`src/rtl/reg_file.sv`:
```
// Multi-cycle CPU register file: 2**ADDR_W x DATA_W, two operand read ports plus a
// display read port, one write-back port with internal index/data select muxes.
module reg_port #(
    parameter int DATA_W = 32,
    parameter int ADDR_W = 5,
    parameter bit BYPASS = 1'b1
) (
    input  logic [ADDR_W-1:0] idx,
    input  logic [DATA_W-1:0] mem_q,
    input  logic              wr_commit,
    input  logic [ADDR_W-1:0] wr_idx,
    input  logic [DATA_W-1:0] wd,
    output logic [DATA_W-1:0] rdata
);
    // $0 is forced here so its stored bits never reach an output.
    always_comb begin
        rdata = mem_q;
        if (idx == '0)
            rdata = '0;
        else if (BYPASS && wr_commit && (idx == wr_idx))
            rdata = wd;
    end
endmodule

module reg_file #(
    parameter int DATA_W = 32,
    parameter int ADDR_W = 5,
    parameter bit BYPASS = 1'b1
) (
    input  logic              CLK,
    input  logic              RST,
    input  logic              RegWre,
    input  logic [1:0]        RegDst,
    input  logic [1:0]        WrRegDSrc,
    input  logic [ADDR_W-1:0] rs,
    input  logic [ADDR_W-1:0] rt,
    input  logic [ADDR_W-1:0] rd,
    input  logic [DATA_W-1:0] pc4,
    input  logic [DATA_W-1:0] alu_result,
    input  logic [DATA_W-1:0] mem_data,
    input  logic [ADDR_W-1:0] dbg_addr,
    output logic [DATA_W-1:0] read_data1,
    output logic [DATA_W-1:0] read_data2,
    output logic [DATA_W-1:0] dbg_data,
    output logic [ADDR_W-1:0] wr_index
);
    localparam int NREG   = 1 << ADDR_W;
    localparam int NUM_RD = 3;

    typedef struct packed {
        logic              commit;
        logic [ADDR_W-1:0] idx;
        logic [DATA_W-1:0] data;
    } wr_req_t;

    logic [DATA_W-1:0] regs [NREG];
    wr_req_t           wr;
    logic [DATA_W-1:0] wd;

    logic [NUM_RD-1:0][ADDR_W-1:0] rd_idx;
    logic [NUM_RD-1:0][DATA_W-1:0] rd_q;
    logic [NUM_RD-1:0][DATA_W-1:0] rd_data;

    always_comb begin
        wr_index = '0;
        case (RegDst)
            2'b00:   wr_index = ADDR_W'(NREG - 1);
            2'b01:   wr_index = rt;
            2'b10:   wr_index = rd;
            default: wr_index = '0;
        endcase
    end

    always_comb begin
        wd = alu_result;
        case (WrRegDSrc)
            2'b00:   wd = pc4;
            2'b10:   wd = mem_data;
            default: wd = alu_result;
        endcase
    end

    // Reset masks the commit so neither storage nor bypass sees the pending write.
    always_comb begin
        wr.commit = !RST && RegWre && (RegDst != 2'b11) && (wr_index != '0);
        wr.idx    = wr_index;
        wr.data   = wd;
    end

    always_ff @(posedge CLK) begin
        if (RST) begin
            for (int i = 0; i < NREG; i++)
                regs[i] <= '0;
        end else if (wr.commit) begin
            regs[wr.idx] <= wr.data;
        end
    end

    assign rd_idx = {dbg_addr, rt, rs};

    for (genvar p = 0; p < NUM_RD; p++) begin : g_rd
        assign rd_q[p] = regs[rd_idx[p]];
        reg_port #(.DATA_W(DATA_W), .ADDR_W(ADDR_W), .BYPASS(BYPASS)) u_port (
            .idx      (rd_idx[p]),
            .mem_q    (rd_q[p]),
            .wr_commit(wr.commit),
            .wr_idx   (wr.idx),
            .wd       (wr.data),
            .rdata    (rd_data[p])
        );
    end

    assign read_data1 = rd_data[0];
    assign read_data2 = rd_data[1];
    assign dbg_data   = rd_data[2];
endmodule

```
`config.mk`:
```
export PLATFORM = sky130hd
export DESIGN_NAME = reg_file
export DESIGN_NICKNAME = d
export VERILOG_FILES = /design/src/rtl/reg_file.sv
export SDC_FILE = /design/constraint.sdc
export NUM_CORES = 2
export LEC_CHECK = 0
export CAP_MARGIN = 20
export CELL_PAD_IN_SITES_DETAIL_PLACEMENT = 1
export CELL_PAD_IN_SITES_GLOBAL_PLACEMENT = 1
export CORE_AREA = 5 5 596 421
export CTS_CLUSTER_DIAMETER = 120
export DETAILED_ROUTE_END_ITERATION = 12
export DIE_AREA = 0 0 601 426
export PLACE_DENSITY = 0.55
export SYNTH_ARGS = -nofsm -noshare
export SYNTH_HDL_FRONTEND = slang
export SYNTH_SLANG_ARGS = --single-unit
```
`constraint.sdc`:
```
create_clock -name CLK -period 5.29 [get_ports CLK]
set_clock_uncertainty 0.05 [all_clocks]
set_input_delay 0.529 -clock CLK [delete_from_list [all_inputs] [get_ports CLK]]
set_output_delay 0.529 -clock CLK [all_outputs]
set_load 0.02 [all_outputs]
```
==> metrics list <==
- Setup fix buffers added after clock tree synthesis: 0
- Clk sinks: 1024
* Top Registers: regs x1024
- The final number of hold-violating endpoints was 0.
* Area inside the core boundary: 244200 um^2
* Worst slew slack as a fraction of its limit: 0.2033
* Number of setup violations in the final report: 0
- Synth-to-layout area growth: 18.18%
- Wire length of the first global-routing pass: 412.1 mm
- The worst setup path is captured at an output pin.
- Max Transition Viols Final: 0
* Overall via count from detail_route: around 47000
* Antenna violations before repair: 4
* Vias in the first global route: 46930
* Worst setup path class: in -> out
- Crit path launch type: input pin
- Among all flip-flop cells after synthesis, the most frequent one is edfxtp_1.
- Adding up every negative setup slack in the final design gives 0 ns.
- Half-perimeter wire length of the detailed placement result: 179.9 mm
- IO Pins: 224
* Path type of the worst min-delay path: in -> reg
- After the first detailed-routing iteration, the DRC count stood at just under 7000.
* Pin count of the biggest net entering global routing: 67
- After floorplanning, the core was divided into 152 placement rows.
- Total Die Area: 256000 um^2
* WL/cell: around 39 um
- In this run the tool buffered the top-level ports with 223 buffer cells.
* Largest register FFs: a little over 1000
* Number of enable flip-flop cells after synthesis: 1024
* Starting density of the core: 0.2490
* Unrepaired setup endpoints after global routing: false
- Routed Antenna Nets: 0
- Most common cell after layout, fill and taps aside: nor2_1
- Chip Height: 426 um
- Worst EP required: 4.71 ns
- Dividing the final minimum period by the clock period gives 0.9538.
* Number of flip-flops and latches in the synthesized netlist: just over 1000
* Final-stage net count: between 4000 and 5000
* Total standard cell area after synthesis: 60800 um^2
- Maximum vdd drop: 0.2599 mV
* Leading cell types in the layout, fill and taps excluded: 1071 x nor2_1, 1024 x edfxtp_1, 698 x mux4_2
- For this run, asynchronously set or reset flops after synthesis account for 0.
- Of the synthesized area, sequential elements account for 0.5058.
- A synthesized cell averages 13.52 um^2.
- Sum of internal, switching and leakage power: 21.94 mW
- Fillers: about 26000
- Derived from the worst setup path, the maximum achievable clock frequency is just under 200 MHz.
* Vias/cell: 5.964
- Count of yosys warnings during synthesis: 0
* Final hold slack: ~0.46 ns
* Num CTS Buffers: 111
* CTS HTree Levels: 3
- After technology mapping, the gate count stands at 4498.
- STA puts the critical path data arrival time at 4.47 ns.
- Along the worst path, the maximum fanout reaches 15.
- The clock passes through at most 3 buffers.
- Max Cap Violations: 0
- Clock transition at the registers of the reported paths: 0.06 ns
- The startpoint identified for the worst hold timing path is RST.
- The congestion estimate from routability-driven global placement came to around 0.86.
* Count of unique library cells instantiated by Yosys: 53
- Power per unit of standard cell area: 305.3 nW/um^2
- Global routing finished with a remaining overflow of 0.
- Global Route Usage Sum: 0.2316
- For this design the static power due to leakage is 23.94 nW.
- In the routed design, unresolved DRC markers number 0.
- Clock tree synthesis selected as its root buffer the cell clkbuf_16.
* Share of post-route cells with drive strength above 1: 0.2807
- For the pin with the worst max-slew slack, the measured transition is 1.195 ns.
- Status: completed
- Clock tree from TritonCTS: done
- The first detailed-routing pass ran for 5 iterations.
* Min Tclk post-route: 5.046 ns
- The routed design has 306.8 mm of wire.
- The floorplan step set the die width to 601 um.
- Most flops, register: regs
- Hold-fix buffers at CTS: 0
* Worst setup startpoint: rs[4]
## Yosys cell counts, drive strengths merged (33+ instances only)
master  count  area [um^2]
o22ai     309         1933
mux2       33        371.6
o21ai      36        180.2
nor2     1071         4020
nand2b     40        250.2
buf       142        653.1
mux2i     240         2402
edfxtp   1024        30750
clkbuf    364         1366
nand2     113        424.2
or3        35        219.0
o211ai     63        473.0
a22oi      34        255.2
mux4      698        15720
a21oi     131        655.6
## final timing paths
kind / depth (start not counted) / to / slack [ns]
max: 10 / read_data1[21] / 0.24
min: 2 / regs[0][26]$_SDFFCE_PN0P_ / 0.46
## power by group
group | switching (mW) | internal [mW]
registers | 0.361 | 9.39
logic | 2.53 | 1.74
clock network | 3.62 | 4.29
## stage by stage
| stage | worst slack, ns | instance area [um^2] | std cells | utilization |
|---|---|---|---|---|
| final | 0.2443 | 71850 | 7941 | 0.2942 |
| after global placement | 0.05975 | 68310 | 7732 | 0.2797 |
| after global routing | 0.03026 | 71840 | 7937 | 0.2942 |
| after floorplan | 1.682 | 60910 | 4529 | - |
| after CTS | 0.008094 | 71840 | 7937 | 0.2942 |
| after detailed placement | 0.02489 | 68310 | 7732 | 0.2797 |
## kinds of logic after synthesis
group | synth area share
flops | 0.5058
compound gates | 0.06186
xor+xnor | 0.0005762
mux | 0.3042
buf+inv | 0.03396
simple gates | 0.09356
other cells | 0.00006168
## cell type report
type | instances | area, um^2 | share of cell area
clock inverters | 74 | 630.6 | 0.008777
well taps | 3234 | 4046 | 0.05632
diodes | 4 | 10.01 | 0.0001393
inverters | 12 | 45.04 | 0.0006269
flip-flops and latches | 1024 | 30750 | 0.4280
repair buffers | 475 | 4748 | 0.06609
multi-input cells | 2987 | 28730 | 0.3998
clock buffers | 131 | 2895 | 0.04030
## metal layers
layer / track usage / routed length, um
met4: 0.1197 / 19240
met5: 0.002063 / 39
met1: 0.3025 / 120400
met2: 0.3646 / 138700
met3: 0.04699 / 28340
## critical path, cell delays in order
cell and delay, ns:
clkdlybuf4s50_1 0.80, nand2_1 0.27, or2_4 0.51, buf_4 0.26, o22ai_1 0.08, nor4_1 0.74
buf_4 0.25, o21ai_0 0.08, a21oi_1 0.24, clkdlybuf4s50_1 0.67
## what timing repair did
action,CTS,global route
resized for setup,0,1
endpoints found under the hold margin,0,0
endpoints found under the setup margin,0,1
Power figures use the tool's default switching activity.
